<file path="src/rtl/epochtv1_pkg.sv">
// Shared constants and types for the Epoch TV-1 CPU-side bus models.
// Holds the state-image layout and the loader / strobe state encodings.
// No logic; consumed via import epochtv1_pkg::*.
package epochtv1_pkg;

    // Layout of the 0x1404-byte state image (chip-relative addresses)
    localparam logic [12:0] VRAM_BASE  = 13'h0000;
    localparam logic [12:0] BGM_BASE   = 13'h1000;
    localparam logic [12:0] OAM_BASE   = 13'h1200;
    localparam logic [12:0] IOREG_BASE = 13'h1400;
    localparam logic [12:0] IMAGE_LEN  = 13'h1404;

    // Loader sequencing: wait for START, fetch a byte, arm the bus, strobe it
    typedef enum logic [1:0] {
        LD_IDLE   = 2'd0,
        LD_FETCH  = 2'd1,
        LD_ARM    = 2'd2,
        LD_STROBE = 2'd3
    } ld_state_e;

    // Bus write-cycle generator: idle or holding WRB/CSB low
    typedef enum logic {
        BS_IDLE   = 1'b0,
        BS_STROBE = 1'b1
    } bs_state_e;

    // Which part of the image an address falls in
    typedef enum logic [1:0] {
        REGION_VRAM  = 2'd0,
        REGION_BGM   = 2'd1,
        REGION_OAM   = 2'd2,
        REGION_IOREG = 2'd3
    } region_e;

    // Chip address of image byte idx; 13-bit add wraps modulo 8192 by design
    function automatic logic [12:0] image_addr(input logic [12:0] base,
                                               input logic [12:0] idx);
        return base + idx;
    endfunction

    // Classify an image offset into its region (useful for debug views)
    function automatic region_e image_region(input logic [12:0] off);
        if (off >= IOREG_BASE)     return REGION_IOREG;
        else if (off >= OAM_BASE)  return REGION_OAM;
        else if (off >= BGM_BASE)  return REGION_BGM;
        else if (off >= VRAM_BASE) return REGION_VRAM;
        else                       return REGION_VRAM;
    endfunction

endpackage

</file>
<file path="src/rtl/epochtv1_bus_strobe.sv">
// CE-aligned single write cycle generator for the epochtv1 CPU port.
// Latency: strobe visible the CLK after the granting CE, released on the next CE.
// Backpressure: req_i is held until gnt_o; ack_o marks the releasing CE CLK.
module epochtv1_bus_strobe
    import epochtv1_pkg::*;
#(
    parameter logic [12:0] RST_ADDR = 13'h0000
) (
    input  logic        clk_i,
    input  logic        rst_i,
    input  logic        ce_i,
    input  logic        req_i,
    input  logic [12:0] addr_i,
    input  logic [7:0]  data_i,
    output logic        gnt_o,
    output logic        ack_o,
    output logic [12:0] a_o,
    output logic [7:0]  db_o,
    output logic        wrb_o,
    output logic        csb_o
);

    bs_state_e   state_q;
    logic [12:0] a_q;
    logic [7:0]  db_q;
    logic        wrb_q;
    logic        csb_q;

    // Handshake back to the requester: start and end of the write cycle
    assign gnt_o = (state_q == BS_IDLE)   && req_i && ce_i;
    assign ack_o = (state_q == BS_STROBE) && ce_i;

    // Write cycle FSM: assert on a CE, release on the next CE; A/DB_O are
    // left untouched at release so they outlive the strobe by at least a CLK
    always_ff @(posedge clk_i or posedge rst_i) begin
        if (rst_i) begin
            state_q <= BS_IDLE;
            a_q     <= RST_ADDR;
            db_q    <= 8'h00;
            wrb_q   <= 1'b1;
            csb_q   <= 1'b1;
        end else begin
            case (state_q)
                BS_IDLE: begin
                    if (req_i && ce_i) begin
                        a_q     <= addr_i;
                        db_q    <= data_i;
                        wrb_q   <= 1'b0;
                        csb_q   <= 1'b0;
                        state_q <= BS_STROBE;
                    end
                end
                BS_STROBE: begin
                    if (ce_i) begin
                        wrb_q   <= 1'b1;
                        csb_q   <= 1'b1;
                        state_q <= BS_IDLE;
                    end
                end
                default: state_q <= BS_IDLE;
            endcase
        end
    end

    assign a_o   = a_q;
    assign db_o  = db_q;
    assign wrb_o = wrb_q;
    assign csb_o = csb_q;

endmodule

</file>
<file path="src/rtl/epochtv1_state_loader.sv">
// Restores an Epoch TV-1 state image by writing a byte stream into the chip port.
// Latency: min 2 CE periods per byte (one held strobe, one CE gap); DONE on last release.
// Backpressure: IN_READY only in FETCH; a missing byte stalls with the bus idle.
// Optional: EPOCHTV1_STATE_LOADER_CHECKSUM_EN adds an 8-bit CHECKSUM output.
module epochtv1_state_loader
    import epochtv1_pkg::*;
#(
    parameter int unsigned LEN  = 32'(IMAGE_LEN),
    parameter logic [12:0] BASE = VRAM_BASE
) (
    input  logic        CLK,
    input  logic        RES,
    input  logic        CE,
    input  logic        START,
    input  logic [7:0]  IN_DATA,
    input  logic        IN_VALID,
    output logic        IN_READY,
    output logic [12:0] A,
    output logic [7:0]  DB_O,
    output logic        WRB,
    output logic        RDB,
    output logic        CSB,
`ifdef EPOCHTV1_STATE_LOADER_CHECKSUM_EN
    output logic [7:0]  CHECKSUM,
`endif
    output logic        BUSY,
    output logic        DONE
);

    // Index of the final byte; LEN up to 8192 still fits the 13-bit counter
    localparam logic [12:0] LAST_IDX = 13'(LEN - 1);

    ld_state_e   state_q;
    logic [12:0] idx_q;
    logic [7:0]  hold_q;
    logic        in_ready_q;
    logic        busy_q;
    logic        done_q;
    logic [12:0] addr_d;
    logic        req;
    logic        gnt;
    logic        ack;
`ifdef EPOCHTV1_STATE_LOADER_CHECKSUM_EN
    logic [7:0]  checksum_q;
`endif

    // Target address of the byte currently held
    assign addr_d = image_addr(BASE, idx_q);
    assign req    = (state_q == LD_ARM);

    epochtv1_bus_strobe #(
        .RST_ADDR (BASE)
    ) u_strobe (
        .clk_i  (CLK),
        .rst_i  (RES),
        .ce_i   (CE),
        .req_i  (req),
        .addr_i (addr_d),
        .data_i (hold_q),
        .gnt_o  (gnt),
        .ack_o  (ack),
        .a_o    (A),
        .db_o   (DB_O),
        .wrb_o  (WRB),
        .csb_o  (CSB)
    );

    // Loader FSM: START begins a load, each byte is fetched then handed to
    // the strobe generator; the byte accepted this CLK is only requested from
    // the next CLK, so a coincident CE cannot start its strobe early
    always_ff @(posedge CLK or posedge RES) begin
        if (RES) begin
            state_q    <= LD_IDLE;
            idx_q      <= 13'd0;
            hold_q     <= 8'h00;
            in_ready_q <= 1'b0;
            busy_q     <= 1'b0;
            done_q     <= 1'b0;
`ifdef EPOCHTV1_STATE_LOADER_CHECKSUM_EN
            checksum_q <= 8'h00;
`endif
        end else begin
            done_q <= 1'b0;
            case (state_q)
                LD_IDLE: begin
                    if (START) begin
                        state_q    <= LD_FETCH;
                        idx_q      <= 13'd0;
                        busy_q     <= 1'b1;
                        in_ready_q <= 1'b1;
`ifdef EPOCHTV1_STATE_LOADER_CHECKSUM_EN
                        checksum_q <= 8'h00;
`endif
                    end
                end
                LD_FETCH: begin
                    if (IN_VALID && in_ready_q) begin
                        hold_q     <= IN_DATA;
                        in_ready_q <= 1'b0;
                        state_q    <= LD_ARM;
                    end
                end
                LD_ARM: begin
                    if (gnt) begin
                        state_q <= LD_STROBE;
                    end
                end
                LD_STROBE: begin
                    if (ack) begin
`ifdef EPOCHTV1_STATE_LOADER_CHECKSUM_EN
                        checksum_q <= checksum_q + hold_q;
`endif
                        if (idx_q == LAST_IDX) begin
                            state_q <= LD_IDLE;
                            busy_q  <= 1'b0;
                            done_q  <= 1'b1;
                        end else begin
                            idx_q      <= idx_q + 13'd1;
                            in_ready_q <= 1'b1;
                            state_q    <= LD_FETCH;
                        end
                    end
                end
                default: state_q <= LD_IDLE;
            endcase
        end
    end

    assign IN_READY = in_ready_q;
    assign BUSY     = busy_q;
    assign DONE     = done_q;
    assign RDB      = 1'b1;
`ifdef EPOCHTV1_STATE_LOADER_CHECKSUM_EN
    assign CHECKSUM = checksum_q;
`endif

endmodule

</file>
<file path="config.mk">
export PLATFORM = sky130hd
export DESIGN_NAME = epochtv1_state_loader
export DESIGN_NICKNAME = d
export VERILOG_FILES = /design/src/rtl/epochtv1_pkg.sv /design/src/rtl/epochtv1_bus_strobe.sv /design/src/rtl/epochtv1_state_loader.sv
export SDC_FILE = /design/constraint.sdc
export NUM_CORES = 1
export LEC_CHECK = 0
export BUFFER_PORTS_ARGS = -buffer_cell sky130_fd_sc_hd__buf_2
export CORE_ASPECT_RATIO = 1.4
export CORE_MARGIN = 5
export CORE_UTILIZATION = 45
export CTS_CLUSTER_DIAMETER = 100
export DETAILED_ROUTE_END_ITERATION = 8
export PLACE_DENSITY = 0.66
export SLEW_MARGIN = 20
export SYNTH_ARGS = -nofsm -noshare
export SYNTH_HDL_FRONTEND = slang
export SYNTH_SLANG_ARGS = --single-unit
</file>
<file path="constraint.sdc">
create_clock -name CLK -period 4.29 [get_ports CLK]
set_input_delay 0.2145 -clock CLK [delete_from_list [all_inputs] [get_ports CLK]]
set_output_delay 0.2145 -clock CLK [all_outputs]
set_load 0.005 [all_outputs]
</file>
Yosys cells after proc, flatten, opt, wreduce, memory -nomap -nowiden
Cells that the tools add are included.

storage, ports and cells
  flip-flop bits (word level) = 49
  input bits = 13
  output and inout bits = 27
  word-level logic and storage cells = 66

operators by class
  add/subtract/negate cells = 1
  equality and inequality tests = 12
  mux-type cells = 27
  bitwise operators = 1
  reductions and logical operators = 15

operators by type and width
  operator                                        count
  two-way mux 13 bit                              3
  case mux 13 bit (2 select lines)                1
  != test 2 bit (second input constant)           8
  two-way mux 1 bit                               14
  adder 13 x 1 -> 13 bit (second input constant)  1
  == test 13 bit (second input constant)          1
  AND reduction 4 bit                             3
  two-way mux 2 bit                               4
  case mux 2 bit (4 select lines)                 1
  case mux 1 bit (2 select lines)                 3
  AND reduction 2 bit                             3
  logical AND 1 bit                               5
  AND reduction 5 bit                             1
  == test 2 bit (second input constant)           2
  case mux 1 bit (3 select lines)                 1
  nonzero test 3 bit                              1
  == test 2 x 1 -> 1 bit (second input constant)  1
  zero test 2 bit                                 1
  nonzero test 2 bit                              1
  NOT 1 bit                                       1

Depth between registers and ports, before layout
  depth in word-level cells = 5
  mapped depth = 7
  gate-level depth less buffers = 6

By module
Synthesis repeated with hierarchy kept, for this count alone.

second synthesis, totals
  cell total of the unflattened synthesis = 194
  area, all modules = 2427.3 um^2

modules (own cells, without submodules)
  module                 instances  cells each  area an instance (um^2)  sequential area each (um^2)
  epochtv1_state_loader  1          139         1462.7                   650.6
  epochtv1_bus_strobe    1          55          964.7                    576.8

Worst setup path before layout
OpenSTA, ideal clock, no wires.

  kind = register to register
  from = register idx_q[0]
  to = register idx_q[10]
  setup time = 0.126 ns
  arrival time = 1.715 ns
  required time = 4.164 ns
  path slack = 2.449 ns
  stages on the path, launching flop included = 6
  path buffers = 0
  clock period less this slack = 1.841 ns
  cell sequence = dfrtp_1 -> ha_1 -> nor4b_2 -> and3_4 -> a211o_4 -> a221o_1

between the ends
  longest elaborated chain between the ends = 4
  elaborated cells on any way between the ends = 7
  those cells by class = 1 x add/sub; 2 x eq/ne; 3 x mux; 1 x reduce/logical

RTL lines
  item                              line                          source
  from (decl)                       epochtv1_state_loader.sv:34   logic [12:0] idx_q;
  from (signal assigned)            epochtv1_state_loader.sv:118  idx_q <= idx_q + 13'd1;
  adder 13 x 1 -> 13 bit            epochtv1_state_loader.sv:118
  two-way mux 13 bit                epochtv1_state_loader.sv:113  if (idx_q == LAST_IDX) begin
  two-way mux 13 bit                epochtv1_state_loader.sv:109  if (ack) begin
  case mux 13 bit (2 select lines)  epochtv1_state_loader.sv:84   case (state_q)

Several ways; a longest one is shown, not always the timed one. The select of a mux whose other input is x is not followed.
A chain may end at the register's enable or synchronous reset.

Worst setup path after layout
  from = register idx_q[0]
  to = register idx_q[2]

Same word-level chain as after synthesis.

==> results.json <==
{
  "crit_path_top_delay_cell": "a211oi_1",
  "rrSetupSlack_ps": 2060,
  "cts.sinks": 49,
  "hold_viol_final": 0,
  "ys_types": 50,
  "grt_max_degree": 50,
  "cts_tree": "yes",
  "yosysSeqAreaShare_pct": 51.36,
  "grt.total_usage_pct": 14.91,
  "critical_path_class": "reg2reg",
  "cts_hold_buf": 0,
  "grt_pass1_wl_um": 7976,
  "drc": 0,
  "critPathMaxFanout": 13,
  "fmax_mhz": 449.0,
  "h-tree-depth": 2,
  "synth_seq_cells": 49,
  "synth.net_count": 219,
  "drt-initial-drc-count": 62,
  "cp-start-kind": "register",
  "holdWs_ps": 26.62,
  "finalSetupTns_ps": 0,
  "slew_viol_final": 0,
  "max-cap-violations": 0,
  "fin_worst_skew_ps": 12.06,
  "nFillCells": 468,
  "yosysWarnings": 0,
  "core-area_sq_um": 5159,
  "grt_pass1_vias": 1675,
  "layout_common_cells": "dfrtp_1 (48), buf_2 (38), mux2_2 (28)",
  "syn_inst": 199,
  "clkSlewWorstSetupHoldPaths_ps": 90,
  "cpPeakStageDelay_ps": 710,
  "layout-drive-gt1-share_pct": 36.86,
  "clockRootBuffer": "clkbuf_8",
  "status": "completed",
  "min_period_over_period_pct": 51.92,
  "chipHeight_um": 96.23,
  "drt_first_pass_iters": 4,
  "die_x_um": 71.59,
  "path_cells": "ha_1, nor4b_2, and3_4, a211oi_1, a31oi_1",
  "insertion_delay_ps": 310,
  "path_delay_family": "compound AO/OA/AOI/OAI gates",
  "r2r_end": "idx_q[2]$_DFFE_PP0P_",
  "timing.rr.start": "idx_q[0]$_DFFE_PP0P_",
  "min_period_ps": 2227,
  "rsz0062_at_grt": "false",
  "p_leak_nw": 1.280,
  "critPathRequiredTime_ps": 4440,
  "start_util_pct": 46.33,
  "ctsResizeCount": 0,
  "avgSynthCellArea_sq_um": 12.01,
  "clockBufferDepth": 2,
  "synthArstFlopShare_pct": 100.0,
  "wl_per_cell_um": 16.07,
  "max_slew_margin_pct": 43.73,
  "hpwl_um": 3477,
  "antenna_found_initial": 0,
  "die_area_sq_um": 6889,
  "numCtsBuffers": 5,
  "syn-cell-area_sq_um": 2390,
  "drt-total-wl_um": 4853,
  "rr_worst_depth": 5,
  "grt_overflow": 0,
  "p_per_area_nw_per_um2": 552.5,
  "postCtsSetupBuffers": 0,
  "n_antenna_cell": 0,
  "layout_commonest_cell": "dfrtp_1",
  "num_rows": 31,
  "ir_worst_vdd_uv": 339.8,
  "port_buffers": 38,
  "final_antenna_net_count": 0,
  "crit_buf_inv": 0,
  "avgViaCountPerCell": 5.586,
  "synthFlopType": "dfrtp_1",
  "gp_congestion": 0.9233,
  "nNetsFinal": 255,
  "syn_to_final_growth_pct": 13.61,
  "end_kind": "register",
  "setup_viol": 0,
  "vias": 1687,
  "worst_slew_pin_slew_ps": 844.0,
  "crit_arrival_ps": 2380,
  "hold_path_class": "in2async",
  "synth_edf_count": 0,
  "ios": 40
}
[registers in the layout, indices dropped and copies added (netlist names)]
signal            flops
BUSY                  1
DONE                  1
IN_READY              1
hold_q                8
idx_q                13
state_q               2
u_strobe.a_o         13
u_strobe.db_o         8
u_strobe.state_q      1
u_strobe.wrb_o        1
[power breakdown]
group          switching [mW]  total (mW)  internal, mW
Clock                   0.160       0.334         0.174
Sequential             0.0744       0.659         0.584
Combinational           0.260       0.507         0.247
Total                   0.495        1.50          1.01
[cells in the mapped netlist, types with 2 or more instances]
library cell   n  area share, %
buf_2          3           0.63
clkbuf_1       2           0.31
and4_1         2           0.73
mux2_2        28             13
ha_1           7            3.7
inv_1          9            1.4
nor3_1         6            1.3
o31ai_1        2           0.63
nor4b_2        2            1.3
dfrtp_1       48             50
nand2_1       11            1.7
nand3_1        8            1.7
and2_1         4            1.0
a21oi_1        3           0.63
nor4_1         5            1.3
nand4_1        5            1.3
a221o_1        5            2.1
nand2b_1       2           0.52
buf_4          3           0.94
o21ai_0        6            1.3
a31oi_1        6            1.6
nor2_1         3           0.47
a2bb2oi_1      2           0.73
[routing by layer]
| layer | track usage, % | vias up | part of all wire [%] |
|---|---|---|---|
| met3 | 2.508 | 10 | 3.9 |
| met2 | 26.46 | 40 | 52 |
| met5 | 0 | - | 0 |
| li1 | - | 814 | - |
| met4 | 6.583 | 0 | 1.9 |
| met1 | 17.58 | 823 | 42 |
[final cells by class]
type	count	area [sq um]	area share [%]
Sequential cell	49	1227	45.21
Tap cell	66	82.58	3.041
Timing Repair Buffer	39	197.7	7.281
Clock buffer	5	68.82	2.535
Multi-Input combinational cell	130	1054	38.80
Clock inverter	3	46.29	1.705
Inverter	10	38.79	1.429
[cells by family after synthesis]
logic type / after synthesis / synth area share (%)
AOI/OAI and AO/OA: 37 / 12.04
muxes: 28 / 13.19
adders and majority gates: 7 / 3.665
DFF: 49 / 51.36
other: 1 / 0.1569
and+or+nand+nor: 57 / 15.03
buffers and inverters: 20 / 4.554
[worst max-delay path by stage]
stage / start / endpoint / slack (ps) / cells past startpoint
floorplan: idx_q[0]$_DFFE_PP0P_ / idx_q[10]$_DFFE_PP0P_ / 2450 / 5
global placement: idx_q[0]$_DFFE_PP0P_ / idx_q[8]$_DFFE_PP0P_ / 2180 / 5
detailed placement: idx_q[0]$_DFFE_PP0P_ / idx_q[8]$_DFFE_PP0P_ / 2170 / 5
CTS: idx_q[0]$_DFFE_PP0P_ / idx_q[8]$_DFFE_PP0P_ / 2080 / 5
global route: state_q[1]$_DFFE_PP0P_ / idx_q[11]$_DFFE_PP0P_ / 1980 / 5
finish: idx_q[0]$_DFFE_PP0P_ / idx_q[2]$_DFFE_PP0P_ / 2060 / 5
[per-stage QoR]
| stage | std cells | total power [mW] | setup slack (ps) | util, % | cell area [sq um] |
|---|---|---|---|---|---|
| CTS | 302 | 1.518 | 2079 | 52.61 | 2714 |
| detailed placement | 294 | 1.183 | 2169 | 50.38 | 2599 |
| global placement | 294 | 1.164 | 2179 | 50.38 | 2599 |
| finish | 302 | 1.500 | 2063 | 52.63 | 2715 |
| floorplan | 199 | 1.023 | 2449 | - | 2390 |
| global route | 302 | 1.601 | 1978 | 52.63 | 2715 |
Note: power is estimated with default switching activity, not from simulation.
